**config.mk**
```make
export PLATFORM = sky130hd
export DESIGN_NAME = sram_port0_arbiter
export DESIGN_NICKNAME = d
export VERILOG_FILES = /design/src/rtl/sram_port0_arbiter.sv
export SDC_FILE = /design/constraint.sdc
export NUM_CORES = 1
export LEC_CHECK = 0
export ABC_CLOCK_PERIOD_IN_PS = 4000
export BUFFER_PORTS_ARGS = -buffer_cell sky130_fd_sc_hd__buf_2
export CORE_AREA = 2 2 116 118
export DETAILED_ROUTE_END_ITERATION = 16
export DIE_AREA = 0 0 118 120
export PLACE_DENSITY_LB_ADDON = 0.3
export REMOVE_ABC_BUFFERS = 1
export SYNTH_ARGS = -nofsm -noshare
export SYNTH_HDL_FRONTEND = slang
export SYNTH_SLANG_ARGS = --single-unit
```
**constraint.sdc**
```tcl
create_clock -name clk -period 4 [get_ports clk]
set_input_delay 0.8 -clock clk [delete_from_list [all_inputs] [get_ports clk]]
set_output_delay 0.8 -clock clk [all_outputs]
set_load 0.01 [all_outputs]
```
**src/rtl/sram_port0_arbiter.sv**
```systemverilog
// Port-0 arbiter for the 32x256 sky130 SRAM: round-robin between two requesters,
// a lowest-priority sweep engine, and a 1-deep tagged read-response return path.
`timescale 1ns/1ps
module sram_port0_arbiter #(
    parameter int NUM_WMASKS = 4,
    parameter int DATA_WIDTH = 32,
    parameter int ADDR_WIDTH = 8
) (
    input  logic                    clk,
    input  logic                    rst_n,

    input  logic                    r0_valid,
    output logic                    r0_ready,
    input  logic                    r0_we,
    input  logic [NUM_WMASKS-1:0]   r0_wmask,
    input  logic [ADDR_WIDTH-1:0]   r0_addr,
    input  logic [DATA_WIDTH-1:0]   r0_wdata,
    output logic                    r0_rvalid,
    output logic [DATA_WIDTH-1:0]   r0_rdata,

    input  logic                    r1_valid,
    output logic                    r1_ready,
    input  logic                    r1_we,
    input  logic [NUM_WMASKS-1:0]   r1_wmask,
    input  logic [ADDR_WIDTH-1:0]   r1_addr,
    input  logic [DATA_WIDTH-1:0]   r1_wdata,
    output logic                    r1_rvalid,
    output logic [DATA_WIDTH-1:0]   r1_rdata,

    input  logic                    sweep_start,
    input  logic [ADDR_WIDTH-1:0]   sweep_base,
    input  logic [ADDR_WIDTH:0]     sweep_len,
    input  logic                    sweep_abort,
    output logic                    sweep_busy,
    output logic                    sweep_valid,
    output logic [ADDR_WIDTH-1:0]   sweep_addr,
    output logic [DATA_WIDTH-1:0]   sweep_data,
    output logic                    sweep_done,

    output logic                    sram_csb0,
    output logic                    sram_web0,
    output logic [NUM_WMASKS-1:0]   sram_wmask0,
    output logic [ADDR_WIDTH-1:0]   sram_addr0,
    output logic [DATA_WIDTH-1:0]   sram_din0,
    input  logic [DATA_WIDTH-1:0]   sram_dout0
);

    typedef enum logic [1:0] {
        SW_IDLE  = 2'd0,
        SW_RUN   = 2'd1,
        SW_DRAIN = 2'd2
    } sweepState_e;

    typedef enum logic [1:0] {
        TAG_NONE  = 2'd0,
        TAG_R0    = 2'd1,
        TAG_R1    = 2'd2,
        TAG_SWEEP = 2'd3
    } rspTag_e;

    localparam logic [ADDR_WIDTH-1:0] PTR_ONE  = 1;
    localparam logic [ADDR_WIDTH:0]   LEFT_ONE = 1;

    sweepState_e            state_q;
    logic [ADDR_WIDTH-1:0]  swPtr_q;
    logic [ADDR_WIDTH:0]    swLeft_q;

    logic                   lastR1_q, lastR1_d;
    rspTag_e                tag_q, tag_d;
    logic [ADDR_WIDTH-1:0]  rspAddr_q, rspAddr_d;

    logic                   gntR0, gntR1, gntSw;

    // Grant gated by rst_n so ready and the macro pins drop as soon as reset asserts.
    // An abort also blocks the sweep grant, so an aborted sweep never spends a macro access.
    always_comb begin
        gntR0 = 1'b0;
        gntR1 = 1'b0;
        gntSw = 1'b0;
        if (rst_n) begin
            if (r0_valid && r1_valid) begin
                if (lastR1_q) gntR0 = 1'b1;
                else          gntR1 = 1'b1;
            end else if (r0_valid) begin
                gntR0 = 1'b1;
            end else if (r1_valid) begin
                gntR1 = 1'b1;
            end else if (state_q == SW_RUN && !sweep_abort) begin
                gntSw = 1'b1;
            end
        end
    end

    assign r0_ready = gntR0;
    assign r1_ready = gntR1;

    always_comb begin
        sram_csb0   = 1'b1;
        sram_web0   = 1'b1;
        sram_wmask0 = '0;
        sram_addr0  = '0;
        sram_din0   = '0;
        if (gntR0) begin
            sram_csb0   = 1'b0;
            sram_web0   = ~r0_we;
            sram_wmask0 = r0_wmask;
            sram_addr0  = r0_addr;
            sram_din0   = r0_wdata;
        end else if (gntR1) begin
            sram_csb0   = 1'b0;
            sram_web0   = ~r1_we;
            sram_wmask0 = r1_wmask;
            sram_addr0  = r1_addr;
            sram_din0   = r1_wdata;
        end else if (gntSw) begin
            sram_csb0   = 1'b0;
            sram_addr0  = swPtr_q;
        end
    end

    // Writes leave no tag behind; only reads expect data from the macro next cycle.
    always_comb begin
        lastR1_d  = lastR1_q;
        tag_d     = TAG_NONE;
        rspAddr_d = rspAddr_q;
        if (gntR0) begin
            lastR1_d = 1'b0;
            if (!r0_we) tag_d = TAG_R0;
        end else if (gntR1) begin
            lastR1_d = 1'b1;
            if (!r1_we) tag_d = TAG_R1;
        end else if (gntSw) begin
            tag_d     = TAG_SWEEP;
            rspAddr_d = swPtr_q;
        end
    end

    always_ff @(posedge clk or negedge rst_n) begin
        if (!rst_n) begin
            lastR1_q  <= 1'b1;
            tag_q     <= TAG_NONE;
            rspAddr_q <= '0;
        end else begin
            lastR1_q  <= lastR1_d;
            tag_q     <= tag_d;
            rspAddr_q <= rspAddr_d;
        end
    end

    // Sweep sequencer: DRAIN holds for exactly the cycle the final word returns.
    always_ff @(posedge clk or negedge rst_n) begin
        if (!rst_n) begin
            state_q  <= SW_IDLE;
            swPtr_q  <= '0;
            swLeft_q <= '0;
        end else begin
            case (state_q)
                SW_IDLE: begin
                    if (sweep_start && sweep_len != '0) begin
                        state_q  <= SW_RUN;
                        swPtr_q  <= sweep_base;
                        swLeft_q <= sweep_len;
                    end
                end
                SW_RUN: begin
                    if (sweep_abort) begin
                        state_q <= SW_IDLE;
                    end else if (gntSw) begin
                        swPtr_q  <= swPtr_q + PTR_ONE;
                        swLeft_q <= swLeft_q - LEFT_ONE;
                        if (swLeft_q == LEFT_ONE) state_q <= SW_DRAIN;
                    end
                end
                SW_DRAIN: state_q <= SW_IDLE;
                default:  state_q <= SW_IDLE;
            endcase
        end
    end

    assign sweep_busy  = (state_q != SW_IDLE);

    assign r0_rvalid   = (tag_q == TAG_R0);
    assign r1_rvalid   = (tag_q == TAG_R1);
    assign r0_rdata    = sram_dout0;
    assign r1_rdata    = sram_dout0;

    assign sweep_valid = (tag_q == TAG_SWEEP) && !sweep_abort;
    assign sweep_done  = sweep_valid && (state_q == SW_DRAIN);
    assign sweep_addr  = rspAddr_q;
    assign sweep_data  = sram_dout0;

endmodule

```
==> results.py <==
metrics = {
    "status": {
        "status": "complete, no violations",
    },
    "grt": {
        "grt_first_pass_wirelength_um": 18620,
        "grt_overflow": 0,
        "antenna_found_initial": 0,
        "grt_pass1_vias": 2965,
        "grt_max_degree": 49,
        "grtUsageTotal_pct": 17.81,
    },
    "pwr": {
        "max-vdd-ir-drop_v": 0.0001388,
        "power_leakage_nw": 1.765,
        "powerDensity_mw_per_mm2": 434.1,
        "finalPower_mw": 1.473,
    },
    "synth": {
        "synth_top_family_by_area": "buffers and inverters",
        "synthFlopType": "dfrtp_1",
        "synth_edf_count": 0,
        "syn_avg_cell_area_um2": 8.337,
        "synth.ff_latch_count": 30,
        "yosysTopAreaCellShare_pct": 25.09,
        "syn_inst": 347,
        "muxShareOfSynthArea_pct": 0.6920,
        "synth_area_leaders": "dfrtp_1 25%, buf_4 25%, a22o_1 11%",
        "synth_xor_area_share_pct": 0,
        "yosys.area.top_type": "dfrtp_1",
        "synth_simple_gate_area_share_pct": 14.62,
        "async_flop_share_pct": 100.0,
        "ys_warn_count": 0,
        "syn-cell-area_mm2": 0.002893,
        "synth-adder-area-share_pct": 1.298,
        "synth-compound-area-share_pct": 28.37,
        "ys_types": 45,
        "yosysSeqAreaShare_pct": 25.99,
    },
    "die": {
        "die-area_mm2": 0.01416,
        "start_util_pct": 22.29,
        "core_mm2": 0.01298,
        "die_height_um": 120,
        "fp.dieW_um": 118,
        "rows": 42,
        "num_io_pins": 302,
    },
    "timing": {
        "fin_skew_ps": 4.952,
        "slew_viol_final": 0,
        "tightest_slew_ps": 574.3,
        "hold_viol_final": 0,
        "fmax_ghz": 0.3466,
        "period_needed_ps": 2885,
        "rsz0062_at_grt": "no",
        "slew_headroom_pct": 61.58,
        "setup_tns_ps": 0,
        "fin_crit_sh_pct": 72.14,
        "setup_violations": 0,
    },
    "route": {
        "drt_iter0_drc": 152,
        "wl_per_cell_um": 21.98,
        "ant_nets": 0,
        "viasPerCell": 4.931,
        "drc": 0,
        "wl_um": 13060,
        "num_vias": 2929,
        "first_pass_iters": 4,
    },
    "cells_and_area": {
        "fillCellCount": 1442,
        "final_area_mm2": 0.003392,
        "drive_gt1_share_pct": 48.56,
        "final_cell_mix": "173 x buf_2, 41 x nand2_1, 36 x a22o_1, 29 x dfrtp_1, 14 x a22oi_1",
        "nNetsFinal": 565,
        "n_antenna_cell": 0,
        "fin_util_pct": 26.13,
        "final_common_cell": "buf_2",
        "area_growth_pct": 17.26,
        "fin_cells": 594,
    },
    "place": {
        "post-dp-hpwl_um": 10970,
        "routabilityCongestion": 0.8516,
        "dp.cells": 586,
        "placed_area_mm2": 0.003244,
        "port_buffers": 173,
    },
    "clock_network": {
        "cts_setup_buffers": 0,
        "cts_max_path_buffers": 2,
        "root_buffer": "clkbuf_16",
        "holdBufCountCts": 0,
        "cts_tree": "done",
        "htreeDepth": 2,
        "cts_buffers": 5,
        "clock_sinks": 30,
        "ctsResizeCount": 0,
        "clk_pin_slew_ps": 50,
        "clock_latency_ps": 280,
    },
    "worst_setup_path": {
        "cp-start-kind": "input port",
        "arrival_ps": 2090,
        "setup.worst_path.end_class": "primary output",
        "cp_max_fo": 48,
        "path_class": "input port to primary output",
        "cp_data_required_time_ps": 3200,
    },
    "job": {
        "cap_violations": 0,
    },
    "hold_path": {
        "hp-class": "input port to async pin",
    },
}
[final timing paths]
| kind | end | from | depth (start not counted) | slack, ps |
|---|---|---|---|---|
| min in group clk | sweep_addr[6] | sweep_addr[6] | 2 | 480 |
| max in group asynchronous | swLeft_q[7] | rst_n | 2 | 3050 |
| hold reg to reg | sweep_addr[6] | sweep_addr[6] | 2 | 480 |
| setup reg to reg | state_q[0] | state_q[0] | 6 | 1820 |
| hold / removal | tag_q[0] | rst_n | 1 | 340 |
| setup / recovery | sram_addr0[3] | rst_n | 7 | 1110 |
[sequential cells by signal, summed over array words and instances (netlist names)]
register / count
state_q: 2
lastR1_q: 1
swLeft_q: 9
sweep_addr: 8
tag_q: 2
swPtr_q: 8
[worst max-delay path: stages]
cell and delay [ps]:
buf_2 170, nand2_1 130, a21oi_4 120, buf_4 410, a22oi_1 190, nand2_1 120, buf_2 130
[final cells by class]
cell class / count / area, um^2 / area share [%]
well taps: 176 / 220.2 / 6.492
clock inverters: 1 / 5.005 / 0.1475
clock buffers: 7 / 142.6 / 4.205
repair buffers: 180 / 918.4 / 27.07
inverters: 8 / 30.03 / 0.8853
multi-input cells: 192 / 1324 / 39.03
flip-flops and latches: 30 / 752.0 / 22.17
[layer usage]
layer	vias to the layer above	share of wire, %	track usage, %
met2	253	46	28.27
met3	11	16	12.83
met4	0	0.78	4.217
li1	1293	-	-
met5	-	0	4.044
met1	1372	37	18.81
[where the power goes]
part	internal, mW	switching [mW]	total, mW	leakage [nW]
Clock	0.246	0.133	0.379	0.0739
Sequential	0.414	0.120	0.533	0.370
Combinational	0.254	0.306	0.560	1.32
[logic make-up after synthesis]
family / Yosys count
buffers and inverters: 125
DFF: 30
muxes: 2
and+or+nand+nor: 84
adders and majority gates: 3
AOI/OAI and AO/OA: 103
[through the flow]
| stage | hold WS (ps) | setup slack, ps |
|---|---|---|
| 3_5_place_dp | 468.2 | 1075 |
| 3_3_place_gp | 462.3 | 1114 |
| 2_1_floorplan | 461.1 | -31.55 |
| 6_report | 342.1 | 1115 |
| 5_1_grt | 349.8 | 933.3 |
| 4_1_cts | 335.1 | 1069 |
[cell usage after synthesis, types with 3 or more instances]
master / n
a21oi_1: 12
a22o_1: 36
a22oi_1: 14
buf_4: 96
clkbuf_1: 17
dfrtp_1: 29
ha_1: 3
inv_1: 8
nand2_1: 41
nand3_1: 4
nor2_1: 6
nor2b_1: 3
nor3_1: 7
nor4_1: 4
o21ai_0: 10
o21ai_2: 3
o22ai_1: 8
o2bb2ai_1: 9
Power figures use the tool's default switching activity.
